<file path="src/rtl/periph_bus_responder_pkg.sv">
// Shared definitions for the peripheral bus responder: address window,
// register offsets, TCON bit positions and the 7-segment hex decode table.
// No ports; imported by the interface-level logic and sub-modules.
package periph_bus_responder_pkg;

  localparam logic [31:0] PERIPH_BASE_ADDR = 32'h4000_0000;

  localparam int unsigned DATA_W     = 32;
  localparam int unsigned LED_W      = 8;
  localparam int unsigned SW_W       = 8;
  localparam int unsigned DIGI_OUT_W = 12;

  // Byte offsets inside the 32-byte window (addr[1:0] forced to zero).
  localparam logic [4:0] OFF_TH   = 5'h00;
  localparam logic [4:0] OFF_TL   = 5'h04;
  localparam logic [4:0] OFF_TCON = 5'h08;
  localparam logic [4:0] OFF_LED  = 5'h0C;
  localparam logic [4:0] OFF_SW   = 5'h10;
  localparam logic [4:0] OFF_DIGI = 5'h14;

  localparam int unsigned TCON_W  = 3;
  localparam int unsigned TCON_EN = 0;
  localparam int unsigned TCON_IE = 1;
  localparam int unsigned TCON_IS = 2;

  // Segment pattern {dp, g, f, e, d, c, b, a}, active-low, dp kept dark.
  function automatic logic [7:0] hex_seg(input logic [3:0] nib);
    logic [7:0] seg;
    case (nib)
      4'h0:    seg = 8'hC0;
      4'h1:    seg = 8'hF9;
      4'h2:    seg = 8'hA4;
      4'h3:    seg = 8'hB0;
      4'h4:    seg = 8'h99;
      4'h5:    seg = 8'h92;
      4'h6:    seg = 8'h82;
      4'h7:    seg = 8'hF8;
      4'h8:    seg = 8'h80;
      4'h9:    seg = 8'h90;
      4'hA:    seg = 8'h88;
      4'hB:    seg = 8'h83;
      4'hC:    seg = 8'hC6;
      4'hD:    seg = 8'hA1;
      4'hE:    seg = 8'h86;
      default: seg = 8'h8E;
    endcase
    return seg;
  endfunction

endpackage

</file>
<file path="src/rtl/periph_bus_responder_if.sv">
// CPU data-bus bundle seen by the peripheral responder.
//   rd, wr       : read / write strobes
//   addr, wdata  : byte address and store data
//   rdata        : load data returned by the responder (same cycle)
interface periph_bus_responder_if;
  logic        rd;
  logic        wr;
  logic [31:0] addr;
  logic [31:0] wdata;
  logic [31:0] rdata;

  modport master (output rd, wr, addr, wdata, input rdata);
  modport slave  (input rd, wr, addr, wdata, output rdata);
endinterface

</file>
<file path="src/rtl/periph_bus_responder_digi_scan.sv">
// Multiplexed 7-segment scanner: a free-running prescaler steps a 2-bit
// digit index every 2^SCAN_DIV cycles; drives one-hot-low anode + segments.
//   clk, reset : clock, async active-low reset
//   digits_i   : four hex nibbles, nibble 0 in [3:0]
//   digi_o     : {anode[3:0], seg[7:0]}, registered
module periph_bus_responder_digi_scan
  import periph_bus_responder_pkg::*;
#(
  parameter int unsigned SCAN_DIV = 16
) (
  input  logic                  clk,
  input  logic                  reset,
  input  logic [15:0]           digits_i,
  output logic [DIGI_OUT_W-1:0] digi_o
);

  logic [SCAN_DIV-1:0]   cnt_q, cnt_d;
  logic [1:0]            idx_q, idx_d;
  logic [DIGI_OUT_W-1:0] digi_q, digi_d;
  logic [3:0]            nib_c;

  // Index advances as the prescaler wraps; output follows the new index.
  always_comb begin : scan_next
    cnt_d  = cnt_q + 1'b1;
    idx_d  = (cnt_q == '1) ? idx_q + 2'd1 : idx_q;
    nib_c  = digits_i[{idx_d, 2'b00} +: 4];
    digi_d = {~(4'b0001 << idx_d), hex_seg(nib_c)};
  end

  always_ff @(posedge clk or negedge reset) begin : scan_regs
    if (!reset) begin
      cnt_q  <= '0;
      idx_q  <= 2'd0;
      digi_q <= {4'b1110, 8'hFF};
    end else begin
      cnt_q  <= cnt_d;
      idx_q  <= idx_d;
      digi_q <= digi_d;
    end
  end

  assign digi_o = digi_q;

endmodule

</file>
<file path="src/rtl/periph_bus_responder.sv">
// Memory-mapped peripheral responder: interval timer (TH/TL/TCON), LED
// register, synchronised switch input and 7-segment register at BASE_ADDR.
//   clk, reset : clock, async active-low reset
//   bus        : CPU data bus (slave side); rdata is combinational
//   switch     : asynchronous board switches
//   led        : LED register
//   digi       : {anode[3:0], seg[7:0]}
//   irq        : timer interrupt, level, registered
// Build option DIGI_SCAN_EN: DIGI widens to 16 bits and drives a scanned
// 4-digit display; otherwise digi is DIGI[11:0] verbatim.
module periph_bus_responder
  import periph_bus_responder_pkg::*;
#(
  parameter logic [31:0] BASE_ADDR   = PERIPH_BASE_ADDR,
  parameter int unsigned SYNC_STAGES = 2,
  parameter int unsigned SCAN_DIV    = 16
) (
  input  logic                  clk,
  input  logic                  reset,
  periph_bus_responder_if.slave bus,
  input  logic [SW_W-1:0]       switch,
  output logic [LED_W-1:0]      led,
  output logic [DIGI_OUT_W-1:0] digi,
  output logic                  irq
);

`ifdef DIGI_SCAN_EN
  localparam int unsigned DIGI_W = 16;
`else
  localparam int unsigned DIGI_W = 12;
`endif

  if (SYNC_STAGES < 2 || SYNC_STAGES > 4 || SCAN_DIV == 0) begin : g_param_check
    $error("periph_bus_responder: SYNC_STAGES must be 2..4, SCAN_DIV nonzero");
  end

  logic [DATA_W-1:0] th_q, th_d, tl_q, tl_d;
  logic [TCON_W-1:0] tcon_q, tcon_d;
  logic [LED_W-1:0]  led_q, led_d;
  logic [DIGI_W-1:0] digi_q, digi_d;
  logic              irq_q, irq_d;
  logic [SW_W-1:0]   sync_q [SYNC_STAGES];

  logic       hit_c, wr_hit_c, tl_max_c;
  logic [4:0] off_c;
  logic       unused_c;

  // Window decode; byte lanes are ignored.
  always_comb begin : decode
    hit_c    = (bus.addr[31:5] == BASE_ADDR[31:5]);
    off_c    = {bus.addr[4:2], 2'b00};
    wr_hit_c = bus.wr & hit_c;
    tl_max_c = &tl_q;
  end
  assign unused_c = ^bus.addr[1:0];

  // Register file and timer. A TL write overrides counting; an overflow
  // status set overrides a same-cycle clear so no event is dropped.
  always_comb begin : next_state
    th_d   = th_q;
    tl_d   = tl_q;
    tcon_d = tcon_q;
    led_d  = led_q;
    digi_d = digi_q;
    if (wr_hit_c && off_c == OFF_TH) th_d = bus.wdata;
    if (tcon_q[TCON_EN]) tl_d = tl_max_c ? th_q : tl_q + 32'd1;
    if (wr_hit_c && off_c == OFF_TL) tl_d = bus.wdata;
    if (wr_hit_c && off_c == OFF_TCON) tcon_d = bus.wdata[TCON_W-1:0];
    if (tcon_q[TCON_EN] && tcon_q[TCON_IE] && tl_max_c) tcon_d[TCON_IS] = 1'b1;
    if (wr_hit_c && off_c == OFF_LED) led_d = bus.wdata[LED_W-1:0];
    if (wr_hit_c && off_c == OFF_DIGI) digi_d = bus.wdata[DIGI_W-1:0];
    irq_d = tcon_d[TCON_IS] & tcon_d[TCON_IE];
  end

  always_ff @(posedge clk or negedge reset) begin : regs
    if (!reset) begin
      th_q   <= '0;
      tl_q   <= '0;
      tcon_q <= '0;
      led_q  <= '0;
      digi_q <= '0;
      irq_q  <= 1'b0;
    end else begin
      th_q   <= th_d;
      tl_q   <= tl_d;
      tcon_q <= tcon_d;
      led_q  <= led_d;
      digi_q <= digi_d;
      irq_q  <= irq_d;
    end
  end

  // Switch synchroniser.
  always_ff @(posedge clk or negedge reset) begin : sw_sync
    if (!reset) begin
      for (int i = 0; i < int'(SYNC_STAGES); i++) sync_q[i] <= '0;
    end else begin
      sync_q[0] <= switch;
      for (int i = 1; i < int'(SYNC_STAGES); i++) sync_q[i] <= sync_q[i-1];
    end
  end

  // Zero-wait-state read mux.
  always_comb begin : read_mux
    bus.rdata = '0;
    if (bus.rd && hit_c) begin
      case (off_c)
        OFF_TH:   bus.rdata = th_q;
        OFF_TL:   bus.rdata = tl_q;
        OFF_TCON: bus.rdata = 32'(tcon_q);
        OFF_LED:  bus.rdata = 32'(led_q);
        OFF_SW:   bus.rdata = 32'(sync_q[SYNC_STAGES-1]);
        OFF_DIGI: bus.rdata = 32'(digi_q);
        default:  bus.rdata = '0;
      endcase
    end
  end

  assign led = led_q;
  assign irq = irq_q;

`ifdef DIGI_SCAN_EN
  periph_bus_responder_digi_scan #(.SCAN_DIV(SCAN_DIV)) u_digi_scan (
    .clk      (clk),
    .reset    (reset),
    .digits_i (digi_q),
    .digi_o   (digi)
  );
`else
  assign digi = digi_q;
`endif

endmodule

</file>
<file path="src/flat_wrapper.sv">
// flat-port wrapper written by rule: the top's interface ports become plain ports
module periph_bus_responder_flat import periph_bus_responder_pkg::*;
#(
  parameter logic [31:0] BASE_ADDR   = PERIPH_BASE_ADDR,
  parameter int unsigned SYNC_STAGES = 2,
  parameter int unsigned SCAN_DIV    = 16
)
  (clk, reset, switch, led, digi, irq, bus_rd, bus_wr, bus_addr, bus_wdata, bus_rdata);
  periph_bus_responder_if bus_i ();
  input  logic clk;
  input  logic reset;
  input  logic [SW_W-1:0] switch;
  output logic [LED_W-1:0] led;
  output logic [DIGI_OUT_W-1:0] digi;
  output logic irq;
  input wire logic [$bits(bus_i.rd)-1:0] bus_rd;
  input wire logic [$bits(bus_i.wr)-1:0] bus_wr;
  input wire logic [$bits(bus_i.addr)-1:0] bus_addr;
  input wire logic [$bits(bus_i.wdata)-1:0] bus_wdata;
  output wire logic [$bits(bus_i.rdata)-1:0] bus_rdata;
  assign bus_i.rd = bus_rd;
  assign bus_i.wr = bus_wr;
  assign bus_i.addr = bus_addr;
  assign bus_i.wdata = bus_wdata;
  assign bus_rdata = bus_i.rdata;
  periph_bus_responder #(.BASE_ADDR(BASE_ADDR), .SYNC_STAGES(SYNC_STAGES), .SCAN_DIV(SCAN_DIV)) u_core (.clk(clk), .reset(reset), .bus(bus_i), .switch(switch), .led(led), .digi(digi), .irq(irq));
endmodule
</file>
<file path="config.mk">
export PLATFORM = sky130hd
export DESIGN_NAME = periph_bus_responder_flat
export DESIGN_NICKNAME = d
export VERILOG_FILES = /design/src/rtl/periph_bus_responder_pkg.sv /design/src/rtl/periph_bus_responder_if.sv /design/src/rtl/periph_bus_responder_digi_scan.sv /design/src/rtl/periph_bus_responder.sv /design/src/flat_wrapper.sv
export SDC_FILE = /design/constraint.sdc
export NUM_CORES = 1
export LEC_CHECK = 0
export CORE_UTILIZATION = 55
export DETAILED_ROUTE_END_ITERATION = 10
export PLACE_DENSITY = 0.87
export SLEW_MARGIN = 5
export SYNTH_ARGS = -nofsm -noshare
export SYNTH_HDL_FRONTEND = slang
export SYNTH_HIERARCHICAL = 1
export SYNTH_SLANG_ARGS = --single-unit
export TNS_END_PERCENT = 30
</file>
<file path="constraint.sdc">
create_clock -name clk -period 7 [get_ports clk]
set_input_delay 2.1 -clock clk [delete_from_list [all_inputs] [get_ports clk]]
set_output_delay 2.1 -clock clk [all_outputs]
set_load 0.1 [all_outputs]
</file>
==> flow_metrics.py <==
metrics = {
    "status": {
        "outcome": "finished, final reports clean",
    },
    "die": {
        "core_um2": 9860,
        "dieArea_um2": 10700,
        "die_width_um": 103,
        "num_rows": 36,
        "io_pins": 129,
        "die_height_um": 103,
        "initial_core_util_pct": 57.1,
    },
    "synthesis": {
        "async_flop_share_pct": 100,
        "synth_cell_types": 49,
        "synth_top_cell_area_share_pct": 46.2,
        "syn_area_per_cell_um2": 9.77,
        "synth-seq-cells": 104,
        "synthFlopType": "dfrtp_1",
        "synthTopCellsByArea": "dfrtp_1 (46%), mux2_2 (13%), a22oi_1 (4.3%), nor2_1 (3.9%), a21oi_1 (3.7%)",
        "yosys_warnings": 6,
        "synth_top_area_cell": "dfrtp_1",
        "synth_edf_count": 0,
        "synth_nets": 654,
        "postSynthCellCount": 577,
        "synth_area_um2": 5640,
        "seq_area_frac_synth_pct": 46.2,
    },
    "detailed_routing": {
        "wire_per_inst_um": 20.0,
        "first_pass_iters": 6,
        "finalWirelength_mm": 16.4,
        "ant_nets": 0,
        "vias": 5336,
        "viasPerCell": 6.48,
        "drc": 0,
        "drtIter0Drc": 583,
    },
    "clock_network": {
        "htreeDepth": 3,
        "cts_tree": "built",
        "post_cts_buffers": 0,
        "cts_resized": 0,
        "root_buffer": "clkbuf_8",
        "cts_sinks": 104,
        "holdBufCountCts": 0,
        "clock_path_buffers": 2,
        "cts_buffers": 9,
        "clkLatencyLatePin_ns": 0.38,
        "cts.clk_slew.worst_paths_ns": 0.10,
    },
    "final_layout": {
        "n_fill_cell": 620,
        "finish.utilization_pct": 76.0,
        "final_common_cell": "dfrtp_1",
        "drive_above_1_share_pct": 19.3,
        "final_cell_mix": "dfrtp_1 (104), clkdlybuf4s50_1 (93), mux2_2 (63), nor2_1 (59), nand2_1 (50)",
        "area_growth_pct": 33.0,
        "n_antenna_cell": 0,
        "finalNonFillerCells": 823,
        "nNetsFinal": 762,
    },
    "worst_hold_path": {
        "hold_path.class": "flop to flop",
    },
    "power": {
        "swShare_pct": 24.6,
        "power_leakage_nw": 3.12,
        "worst_ir_drop_vdd_mv": 0.101,
        "internal-power_mw": 0.827,
        "p_switching_mw": 0.270,
        "p_per_area_nw_per_um2": 146,
        "clock_power_share_pct": 36.4,
        "seqPwrFrac_pct": 55.3,
        "p_comb_share_pct": 8.3,
    },
    "sta": {
        "rsz0062_at_grt": "no",
        "tightest_slew_ns": 1.35,
        "finalSetupViolCount": 0,
        "skew_ns": 0.0120,
        "period_share_pct": 92.8,
        "fin_crit_ns": 6.50,
        "fmax_mhz": 154,
        "maxSlewViolCount": 0,
        "hold_viol_final": 0,
        "slew_headroom_pct": 8.84,
        "setup_ws_ns": 0.501,
        "final.setup.tns_ns": 0,
    },
    "critical_path": {
        "slowest_stage": "clkdlybuf4s50_1",
        "worstSetupPathType": "input port to output port",
        "crit_path_start_kind": "input port",
        "critPathMaxStageDelay_ns": 0.71,
        "path_cells": "clkdlybuf4s50_1, nor2b_1, buf_4, a22oi_1, nor2_1, buf_12",
        "cp-end-kind": "output port",
        "cp.required_ns": 4.90,
        "worstPathArrival_ns": 4.40,
        "cp_max_fo": 20,
    },
    "place": {
        "dp.cells": 807,
        "gp_congestion": 0.942,
        "place_ws_ns": 0.546,
        "dp_hpwl_mm": 11.4,
        "port_buffers": 126,
    },
    "run": {
        "drv_cap": 0,
    },
    "global_routing": {
        "antenna_found_initial": 0,
        "grt_pass1_vias": 5392,
        "overflow": 0,
        "grt_max_degree": 58,
        "track_usage_pct": 33.1,
        "grt_pass1_wl_mm": 26.5,
    },
}
state kept, by name, summed over array words and instances (netlist names):
register and count:
u_core/tl_q 32, u_core/th_q 32, u_core/irq 1, u_core/led 8, u_core/sync_q 16, u_core/digi 12
u_core/tcon_q 3
cell usage after synthesis, types with 3 or more instances:
| library cell | instances |
|---|---|
| buf_2 | 7 |
| and2_1 | 3 |
| a21oi_1 | 42 |
| nor2_1 | 59 |
| nand4_1 | 9 |
| a211oi_1 | 3 |
| nand2b_1 | 4 |
| nor4_1 | 7 |
| mux2i_1 | 10 |
| nor3_1 | 11 |
| mux2_2 | 63 |
| a31oi_1 | 10 |
| o31ai_1 | 5 |
| clkbuf_1 | 27 |
| and4_1 | 5 |
| or3_1 | 5 |
| a22oi_1 | 32 |
| buf_6 | 3 |
| xnor2_1 | 8 |
| nand2_1 | 50 |
| nor2b_1 | 4 |
| o21ai_0 | 20 |
| mux4_2 | 3 |
| a21o_1 | 4 |
| nand3_1 | 28 |
| and3_1 | 8 |
| or2_2 | 3 |
| dfrtp_1 | 104 |
| inv_1 | 6 |
| o22a_1 | 3 |
| o21a_1 | 4 |
critical path, delay by kind of cell:
family | cells | cell delay [ns]
buf+inv | 3 | 1.31
simple gates | 2 | 0.83
compound gates | 1 | 0.15
kinds of logic (layout without fill, tap and decap cells):
group | Yosys count | in the layout | share of synthesized area, %
buf+inv | 47 | 160 | 3.84
mux | 77 | 77 | 15.8
simple gates | 203 | 203 | 17.2
flops | 104 | 104 | 46.2
fa+ha+maj | 1 | 1 | 0.222
xor+xnor | 8 | 8 | 1.24
compound gates | 137 | 137 | 15.5
power by group through the flow:
stage / registers, mW / logic (mW) / clock network (mW)
2_1_floorplan: 0.618 / 0.0230 / 0
3_3_place_gp: 0.618 / 0.0870 / 0
3_5_place_dp: 0.618 / 0.0902 / 0
4_1_cts: 0.606 / 0.0908 / 0.406
5_1_grt: 0.607 / 0.0976 / 0.428
6_report: 0.606 / 0.0910 / 0.400
worst paths after layout:
kind / start / to / cells past startpoint / slack, ns
setup reg to reg: u_core/tl_q[0] / u_core/tl_q[9] / 8 / 3.94
hold / removal: u_core/sync_q[14] / u_core/sync_q[6] / 0 / 0.36
min in group asynchronous: reset / u_core/sync_q[8] / 1 / 1.71
max in group asynchronous: reset / u_core/tl_q[27] / 2 / 4.08
setup / recovery: bus_addr[3] / bus_rdata[29] / 6 / 0.50
hold reg to reg: u_core/sync_q[14] / u_core/sync_q[6] / 0 / 0.36
metal layers:
layer | vias to the layer above | global-route usage, % | routed length [um]
met3 | 71 | 4.97 | 1510
li1 | 2326 | - | -
met1 | 2539 | 41.8 | 6160
met2 | 400 | 54.8 | 8190
met5 | - | 0 | 0
met4 | 0 | 18.5 | 582
layout make-up:
type	count	area, um^2	area share [%]
multi-input combinational	426	2830	37.7
sequential	104	2600	34.7
timing repair buffer	138	1670	22.3
tap	133	166	2.22
clock buffer	9	124	1.65
clock inverter	7	85.1	1.13
inverter	6	22.5	0.300
metrics by stage:
| step | hold slack, ns | power [mW] | instance area [um^2] |
|---|---|---|---|
| after floorplan | 0.331 | 0.641 | 5640 |
| after global placement | 0.332 | 0.705 | 7290 |
| after detailed placement | 0.336 | 0.708 | 7290 |
| after CTS | 0.360 | 1.10 | 7500 |
| after global routing | 0.371 | 1.13 | 7500 |
| final | 0.357 | 1.10 | 7500 |
Power figures use the tool's default switching activity.
